File: config.mk
export PLATFORM = sky130hd
export DESIGN_NAME = multicycle_control
export DESIGN_NICKNAME = d
export VERILOG_FILES = /design/src/rtl/multicycle_control.sv
export SDC_FILE = /design/constraint.sdc
export NUM_CORES = 1
export LEC_CHECK = 0
export ABC_AREA = 1
export CORE_MARGIN = 2
export CORE_UTILIZATION = 50
export DETAILED_ROUTE_END_ITERATION = 10
export HOLD_SLACK_MARGIN = 0.08
export PLACE_DENSITY_LB_ADDON = 0.2
export RECOVER_POWER = 100
export SLEW_MARGIN = 20
export SYNTH_ARGS = -nofsm -noshare
export SYNTH_HDL_FRONTEND = slang
export SYNTH_SLANG_ARGS = --single-unit
File: constraint.sdc
create_clock -name clk -period 2.25 [get_ports clk]
set_input_delay 0.3375 -clock clk [delete_from_list [all_inputs] [get_ports clk]]
set_output_delay 0.3375 -clock clk [all_outputs]
set_load 0.01 [all_outputs]
File: src/rtl/multicycle_control.sv
// multicycle_control
//
// Per-instruction sequencer for the NN CPU. Instruction fetch and data access
// share one memory port, and MAC runs its multiply and accumulate in separate
// cycles. The sequencer drives datapath strobes and ALU selects, and handles
// the memory handshake with an optional timeout. It also tracks sticky
// halt/error status and counts retired instructions.
//
// Parameters
//   CNT_W    width of the saturating retired-instruction counter
//   TIMEOUT  max cycles an access may wait for mem_ready (0 = no limit)
//
// Ports
//   clk, reset            clock, synchronous active-high reset
//   opcode[3:0]           IR[15:12], sampled in DECODE only
//   mem_ready             completion of the current memory access
//   PCEn, IRWrite         PC increment / IR load (fetch completion cycle)
//   IorD                  memory address select (0 = PC, 1 = ALUOut)
//   MemRead, MemWrite     memory strobes
//   RegWrite, MemtoReg, RegDst, ALUSrc   datapath selects
//   ALUControl1/2[2:0]    ALU ops: 000 add, 001 mul, 010 slt, 111 idle
//   halted, illegal       sticky status flags
//   instr_count           retired instructions, saturating
module multicycle_control #(
  parameter int CNT_W   = 32,
  parameter int TIMEOUT = 16
) (
  input  logic             clk,
  input  logic             reset,
  input  logic [3:0]       opcode,
  input  logic             mem_ready,
  output logic             PCEn,
  output logic             IRWrite,
  output logic             IorD,
  output logic             MemRead,
  output logic             MemWrite,
  output logic             RegWrite,
  output logic             MemtoReg,
  output logic             RegDst,
  output logic             ALUSrc,
  output logic [2:0]       ALUControl1,
  output logic [2:0]       ALUControl2,
  output logic             halted,
  output logic             illegal,
  output logic [CNT_W-1:0] instr_count
);

  localparam logic [3:0] OP_NOP  = 4'b0000;
  localparam logic [3:0] OP_ADD  = 4'b0001;
  localparam logic [3:0] OP_MUL  = 4'b0010;
  localparam logic [3:0] OP_SINN = 4'b0011;
  localparam logic [3:0] OP_MAC  = 4'b0100;
  localparam logic [3:0] OP_ADDI = 4'b1001;
  localparam logic [3:0] OP_HALT = 4'b1011;
  localparam logic [3:0] OP_LD   = 4'b1110;
  localparam logic [3:0] OP_ST   = 4'b1111;

  localparam logic [2:0] ALU_ADD  = 3'b000;
  localparam logic [2:0] ALU_MUL  = 3'b001;
  localparam logic [2:0] ALU_SLT  = 3'b010;
  localparam logic [2:0] ALU_IDLE = 3'b111;

  localparam int WAIT_W = $clog2(TIMEOUT + 2);
  // Last stalled count before the access is abandoned.
  localparam logic [WAIT_W-1:0] TO_LAST = WAIT_W'((TIMEOUT > 0) ? TIMEOUT - 1 : 0);

  typedef enum logic [3:0] {
    S_FETCH, S_DECODE, S_EXEC, S_EXEC2, S_ADDR, S_MEMRD,
    S_MEMWR, S_WB, S_WBM, S_HALTED, S_ERR
  } state_t;

  state_t state_reg, state_next;
  logic [3:0] op_reg, op_next;
  logic [WAIT_W-1:0] wait_cnt_reg;
  logic [CNT_W-1:0] instr_count_reg;

  // Registered Moore outputs: loaded with the decode of the state being
  // entered, so they line up with the state register without output glitches.
  logic iord_reg, mem_read_reg, mem_write_reg, reg_write_reg;
  logic memto_reg_reg, reg_dst_reg, alu_src_reg, halted_reg, illegal_reg;
  logic [2:0] alu1_reg, alu2_reg;
  logic iord_next, mem_read_next, mem_write_next, reg_write_next;
  logic memto_reg_next, reg_dst_next, alu_src_next, halted_next, illegal_next;
  logic [2:0] alu1_next, alu2_next;

  logic in_access, done, timed_out, retire;
  logic [3:0] dec_op;

  // An access is live only while its strobe is actually driven; right after
  // reset the state is FETCH but the strobe register is still clear, so the
  // first fetch starts one cycle later and mem_ready is not accepted yet.
  assign in_access = ((state_reg == S_FETCH) || (state_reg == S_MEMRD) ||
                      (state_reg == S_MEMWR)) && (mem_read_reg || mem_write_reg);
  assign done      = in_access && mem_ready;
  assign timed_out = (TIMEOUT != 0) && in_access && !mem_ready &&
                     (wait_cnt_reg == TO_LAST);

  // While in DECODE the held opcode is not latched yet, so use the live one.
  assign dec_op = (state_reg == S_DECODE) ? opcode : op_reg;

  always_comb begin
    state_next = state_reg;
    op_next    = op_reg;
    retire     = 1'b0;
    case (state_reg)
      S_FETCH: begin
        if (done)           state_next = S_DECODE;
        else if (timed_out) state_next = S_ERR;
      end
      S_DECODE: begin
        op_next = opcode;
        case (opcode)
          OP_NOP: begin
            retire     = 1'b1;
            state_next = S_FETCH;
          end
          OP_ADD, OP_ADDI, OP_MUL, OP_SINN, OP_MAC: state_next = S_EXEC;
          OP_LD, OP_ST:                            state_next = S_ADDR;
          OP_HALT: begin
            retire     = 1'b1;
            state_next = S_HALTED;
          end
          default: state_next = S_ERR;
        endcase
      end
      S_EXEC:  state_next = (op_reg == OP_MAC) ? S_EXEC2 : S_WB;
      S_EXEC2: state_next = S_WB;
      S_ADDR:  state_next = (op_reg == OP_ST) ? S_MEMWR : S_MEMRD;
      S_MEMRD: begin
        if (done)           state_next = S_WBM;
        else if (timed_out) state_next = S_ERR;
      end
      S_MEMWR: begin
        if (done) begin
          retire     = 1'b1;
          state_next = S_FETCH;
        end else if (timed_out) begin
          state_next = S_ERR;
        end
      end
      S_WB, S_WBM: begin
        retire     = 1'b1;
        state_next = S_FETCH;
      end
      S_HALTED: state_next = S_HALTED;
      S_ERR:    state_next = S_ERR;
      default:  state_next = S_ERR;
    endcase
  end

  always_comb begin
    iord_next      = 1'b0;
    mem_read_next  = 1'b0;
    mem_write_next = 1'b0;
    reg_write_next = 1'b0;
    memto_reg_next = 1'b0;
    reg_dst_next   = 1'b0;
    alu_src_next   = 1'b0;
    halted_next    = 1'b0;
    illegal_next   = 1'b0;
    alu1_next      = ALU_IDLE;
    alu2_next      = ALU_IDLE;
    case (state_next)
      S_FETCH: mem_read_next = 1'b1;
      S_EXEC: begin
        case (dec_op)
          OP_MUL, OP_MAC: alu1_next = ALU_MUL;
          OP_SINN:        alu1_next = ALU_SLT;
          default:        alu1_next = ALU_ADD;
        endcase
        alu_src_next = (dec_op == OP_ADDI);
      end
      S_EXEC2: begin
        alu1_next = ALU_MUL;
        alu2_next = ALU_ADD;
      end
      S_ADDR: begin
        alu1_next    = ALU_ADD;
        alu_src_next = 1'b1;
      end
      S_MEMRD: begin
        mem_read_next = 1'b1;
        iord_next     = 1'b1;
      end
      S_MEMWR: begin
        mem_write_next = 1'b1;
        iord_next      = 1'b1;
      end
      S_WB: begin
        reg_write_next = 1'b1;
        memto_reg_next = 1'b1;
        reg_dst_next   = 1'b1;
      end
      S_WBM:    reg_write_next = 1'b1;
      S_HALTED: halted_next = 1'b1;
      S_ERR:    illegal_next = 1'b1;
      default: ;
    endcase
  end

  always_ff @(posedge clk) begin
    if (reset) begin
      state_reg       <= S_FETCH;
      op_reg          <= OP_NOP;
      wait_cnt_reg    <= '0;
      instr_count_reg <= '0;
      iord_reg        <= 1'b0;
      mem_read_reg    <= 1'b0;
      mem_write_reg   <= 1'b0;
      reg_write_reg   <= 1'b0;
      memto_reg_reg   <= 1'b0;
      reg_dst_reg     <= 1'b0;
      alu_src_reg     <= 1'b0;
      halted_reg      <= 1'b0;
      illegal_reg     <= 1'b0;
      alu1_reg        <= ALU_IDLE;
      alu2_reg        <= ALU_IDLE;
    end else begin
      state_reg     <= state_next;
      op_reg        <= op_next;
      iord_reg      <= iord_next;
      mem_read_reg  <= mem_read_next;
      mem_write_reg <= mem_write_next;
      reg_write_reg <= reg_write_next;
      memto_reg_reg <= memto_reg_next;
      reg_dst_reg   <= reg_dst_next;
      alu_src_reg   <= alu_src_next;
      halted_reg    <= halted_next;
      illegal_reg   <= illegal_next;
      alu1_reg      <= alu1_next;
      alu2_reg      <= alu2_next;
      // Wait counter restarts whenever a new state is entered.
      if (state_next != state_reg)
        wait_cnt_reg <= '0;
      else if (in_access && !mem_ready)
        wait_cnt_reg <= wait_cnt_reg + WAIT_W'(1);
      if (retire && (instr_count_reg != {CNT_W{1'b1}}))
        instr_count_reg <= instr_count_reg + CNT_W'(1);
    end
  end

  // Fetch completion strobes follow mem_ready in the same cycle.
  assign PCEn        = (state_reg == S_FETCH) && done;
  assign IRWrite     = (state_reg == S_FETCH) && done;
  assign IorD        = iord_reg;
  assign MemRead     = mem_read_reg;
  assign MemWrite    = mem_write_reg;
  assign RegWrite    = reg_write_reg;
  assign MemtoReg    = memto_reg_reg;
  assign RegDst      = reg_dst_reg;
  assign ALUSrc      = alu_src_reg;
  assign ALUControl1 = alu1_reg;
  assign ALUControl2 = alu2_reg;
  assign halted      = halted_reg;
  assign illegal     = illegal_reg;
  assign instr_count = instr_count_reg;

endmodule

== After elaboration in Yosys (flattened, before gate mapping) ==
Index checks and enable logic that the tools add are counted.

* Add/subtract/negate cells: 2
* $mul: 0
* Div/mod/pow operators: 0
* Order comparisons: 0
* Equality and inequality tests: 35
* Shift-type cells: 0
* Mux-type cells: 23
* Bitwise operators: 0
* Reductions and logical operators: 22

{| class="wikitable"
|+ Operator list
! kind !! count
|-
| equality test 4 x 3 -> 1 bit (second input constant) || 11
|-
| equality test 4 bit (second input constant) || 11
|-
| one-hot mux 4 bit (9 select lines) || 1
|-
| adder 32 x 1 -> 32 bit (second input constant) || 1
|-
| equality test 4 x 2 -> 1 bit (second input constant) || 8
|-
| inequality test 32 bit (second input constant) || 1
|-
| two-way mux 4 bit || 5
|-
| one-hot mux 4 bit (4 select lines) || 1
|-
| OR reduction 2 bit || 8
|-
| logical NOT 4 bit || 3
|-
| two-way mux 1 bit || 9
|-
| one-hot mux 3 bit (3 select lines) || 1
|-
| equality test 4 x 1 -> 1 bit (second input constant) || 2
|-
| logical AND 1 bit || 6
|-
| two-way mux 3 bit || 2
|-
| adder 5 x 1 -> 5 bit (second input constant) || 1
|-
| equality test 5 x 4 -> 1 bit (second input constant) || 1
|-
| OR reduction 5 bit || 1
|-
| inequality test 4 bit || 1
|-
| one-hot mux 2 bit (2 select lines) || 1
|-
| logical OR 1 bit || 3
|-
| one-hot mux 1 bit (3 select lines) || 1
|-
| two-way mux 2 bit || 1
|-
| one-hot mux 1 bit (2 select lines) || 1
|-
| logical NOT 1 bit || 1
|}

* Register bits: 59
* Latch bits: 0
* Bits in writable memories: 0
* ROM bits: 0
* Bits of input ports: 7
* Output and inout bits: 49
* Logic and storage cells: 96
* Memories: 0

== Logic depth before layout (Yosys ltp) ==
* Depth in word-level cells: 12
* Mapped depth: 14
* Depth with buffers taken out: 13

== Worst setup path after synthesis ==
OpenSTA, ideal clock, no wires.

* Kind: flip-flop to flip-flop
* Start: reg instr_count_reg[0] (netlist: instr_count[0])
* End: reg instr_count_reg[21] (netlist: instr_count[21])
* Library setup time: 0.136 ns
* Data arrival time: 1.807 ns
* Required time: 2.114 ns
* Path slack: 0.306 ns
* Cell stages (with the launch flop): 13
* Buffers on the path: 2
* Period minus slack after synthesis: 1.944 ns
* Cells stage by stage: dfxtp_1 ha_1 inv_1 nor3_4 nand2_1 nor2_2 nand4_1 nand2_4 inv_2 buf_6 buf_8 nand2_2 a21oi_2

* Longest elaborated chain between the ends: 2
* Elaborated cells between the ends (all ways): 3
* Those cells by class: add/sub (1); eq/ne (1); reduce/logical (1)

{| class="wikitable"
|+ Ends and longest elaborated chain
! item !! RTL line !! RTL
|-
| start: declaration || 75 || <nowiki>logic [CNT_W-1:0] instr_count_reg;</nowiki>
|-
| start signal: assignment || 238 || <nowiki>instr_count_reg <= instr_count_reg + CNT_W'(1);</nowiki>
|-
| parallel branches: the longest is 2 deep, another holds adder 32 x 1 -> 32 bit || -- ||
|}

Several ways; the timed one is not identified.
A chain may end at the register's enable or synchronous reset.

== Worst setup path after layout ==
* Start: reg state_reg[0]
* End: out PCEn

* Longest elaborated chain between the ends: 6
* Elaborated cells between the ends (all ways): 8
* Those cells by class: eq/ne (2); reduce/logical (6)

{| class="wikitable"
|+ Ends and longest elaborated chain
! item !! RTL line !! RTL
|-
| start: declaration || 72 || <nowiki>state_t state_reg, state_next;</nowiki>
|-
| start signal: assignment || 219 || <nowiki>state_reg <= state_next;</nowiki>
|-
| equality test 4 x 3 -> 1 bit / logical NOT 4 bit (equally long branches) || 92, 243 ||
|-
| logical OR 1 bit (2 in series) || 92 || <nowiki>assign in_access = ((state_reg == S_FETCH) || (state_reg == S_MEMRD) ||</nowiki>
|-
| logical AND 1 bit || 93 || <nowiki>(state_reg == S_MEMWR)) && (mem_read_reg || mem_write_reg);</nowiki>
|-
| logical AND 1 bit || 94 || <nowiki>assign done = in_access && mem_ready;</nowiki>
|-
| logical AND 1 bit * || 243 || <nowiki>assign PCEn = (state_reg == S_FETCH) && done;</nowiki>
|-
| end: declaration || 32 || <nowiki>output logic PCEn,</nowiki>
|}

Mark *: on every way between the ends. The rest lies on a longest branch, timed or not.

==> results_dict.tcl <==
set metrics [dict create \
    drc 0 \
    fp.dieW_um 86.1 \
    clk_latency_ns 0.34 \
    synth_cell_types 42 \
    antenna_found_initial 0 \
    drv_cap 0 \
    max-vdd-ir-drop_v 0.000488 \
    n_antenna_cell 0 \
    yosysTopAreaCell "dfxtp_1" \
    final-max-slew-violation-count 0 \
    wirelength_mm 8.84 \
    cts_root_buf "clkbuf_8" \
    synthesis.nets 505 \
    synth_ff_type "dfxtp_1" \
    finalNetCount 578 \
    nFillCells 583 \
    skew_ns 0.00594 \
    final_hold_viol_count 0 \
    wl_per_cell_um 13.6 \
    vias 3417 \
    tightest_slew_ns 0.460 \
    ys_warn_count 0 \
    relSlewSlack_pct 69.1 \
    max_freq_mhz 481 \
    clockBufferDepth 2 \
    cp.arrival_ns 1.74 \
    cts-htree-levels 3 \
    finalCritPeriodShare_pct 92.4 \
    p_leak_nw 1.85 \
    start_util_pct 52.4 \
    setup_viol 0 \
    cts_setup_buffers 0 \
    dp_hpwl_mm 6.73 \
    dieHeight_um 86.1 \
    area_growth_pct 26.8 \
    synthArstFlopShare_pct 0 \
    grt_pass1_wl_mm 14.7 \
    io_buffers 55 \
    cp_max_fo 5 \
    synth.yosys.seq_area_share_pct 33.9 \
    fin_ws_ns 0.170 \
    critPathLaunchType "register" \
    setup_tns_ns 0 \
    synth_seq_cells 57 \
    finalCriticalPeriod_ns 2.08 \
    cts.reportedPaths.clkPinSlew_ns 0.06 \
    io_pins 56 \
    synth.top_cell.area_share_pct 33.9 \
    place.gp.congestion 0.903 \
    yosys-top-cells-area "dfxtp_1, nand2_1, nor2_1" \
    outcome "completed" \
    largest_register_ffs 32 \
    grt_usage_pct 25.1 \
    numCtsBuffers 9 \
    layout-drive-gt1-share_pct 14.2 \
    rsz0062_at_grt "false" \
    synth_edf_count 0 \
    coreArea_mm2 0.00642 \
    powerDensity_mw_per_mm2 869 \
    pre_cts_ws_ns -0.00802 \
    synthCells 495 \
    grt_max_degree 38 \
    drtAntennaViolNets 0 \
    syn_area_per_cell_um2 6.80 \
    cts_tree "done" \
    overflow 0 \
    grt_pass1_vias 3296 \
    path_class "reg -> out" \
    hp-class "reg -> reg" \
    clock_sinks 57 \
    firstDrtPassIters 5 \
    via_per_inst 5.27 \
    drt_iter0_markers 130 \
    cp-end-kind "primary output" \
    crit_required_ns 1.91 \
    syn-cell-area_mm2 0.00337 \
    rows 29 \
    dieArea_mm2 0.00741 \
]
[critical path, stage by stage, from the launching register on]
cell and delay (ns):
dfxtp_1 0.37, nor2_2 0.17, nand2_1 0.12, nor3_2 0.18, clkdlybuf4s50_1 0.57
[synthesized netlist by cell type (2+ instances only)]
library cell,n
a21oi_2,10
xor2_1,22
nand4_2,2
clkbuf_1,5
o21ai_1,4
nor2_1,55
dfxtp_1,57
buf_4,7
a21oi_1,31
nor3_2,2
xnor2_1,7
buf_2,2
o21ai_0,9
ha_1,3
nor2_2,4
and3_1,2
nor3_1,22
nand4_1,8
nor4_1,6
nand3_1,24
nand2_1,130
inv_1,43
buf_6,2
nand2_2,11
inv_2,10
[through the flow]
step	power (W)	utilization (%)	area, µm²	hold slack, ns	cells
4_1_cts	0.00378	66.7	4290	0.492	649
5_1_grt	0.00399	66.5	4270	0.513	649
3_3_place_gp	0.00280	63.7	4090	0.471	634
3_5_place_dp	0.00284	63.7	4090	0.478	634
2_1_floorplan	0.00240	-	3370	0.478	495
6_report	0.00371	66.5	4270	0.484	649
[path summary, 6_finish.rpt]
path	start	to	slack [ns]	depth (start not counted)
min	instr_count[30]	instr_count[30]	0.48	2
min reg2reg	instr_count[30]	instr_count[30]	0.48	2
max	state_reg[0]	PCEn	0.17	4
max reg2reg	instr_count[1]	instr_count[21]	0.19	11
[power by group]
group          total, W  switching [W]  internal, W
combinational   0.00154        0.00101     0.000527
sequential      0.00123      0.0000908      0.00114
clock          0.000938       0.000406     0.000532
total           0.00371        0.00151      0.00220
[what timing repair did]
item / in CTS / in global routing
hold buffers: 0 / 0
endpoints found under the hold margin: 0 / 0
resized for setup: 0 / 5
setup endpoints to repair: 0 / 9
[cell families (layout without fill, tap and decap cells)]
logic type / count (synthesis) / count (layout) / synth area share, %
simple gates: 275 / 275 / 37.2
buf+inv: 71 / 148 / 9.55
compound gates: 59 / 59 / 10.4
flops: 57 / 57 / 33.9
xor+xnor: 29 / 29 / 7.54
fa+ha+maj: 3 / 3 / 1.11
mux: 1 / 1 / 0.334
[layout make-up]
type	instances	area, µm²	share of cell area, %
Multi-Input combinational cell	367	1890	44.4
Tap cell	77	96.3	2.26
Clock buffer	10	138	3.22
Sequential cell	57	1140	26.7
Timing Repair Buffer	80	746	17.5
Inverter	53	199	4.66
Clock inverter	5	56.3	1.32
[metal layers]
layer  GRT usage [%]  wire length, µm  vias up
met5               0                0        -
met2            42.8             4400      118
met1            30.2             3710     1554
met4            12.0              237        0
met3            4.81              499       19
li1                -                -     1726
[cells in the final DEF (no fill, tap or decap), types with 6 or more instances in the layout]
master	synthesis	layout
a21oi_1	31	31
a21oi_2	10	10
buf_4	7	23
clkbuf_8	0	10
clkdlybuf4s50_1	0	8
dfxtp_1	57	57
dlygate4sd3_1	0	47
inv_1	43	43
inv_2	10	8
nand2_1	130	134
nand2_2	11	7
nand3_1	24	24
nand4_1	8	8
nor2_1	55	55
nor3_1	22	21
nor4_1	6	6
o21ai_0	9	10
xnor2_1	7	7
xor2_1	22	22
No activity file was read; power rests on OpenSTA's default activity.
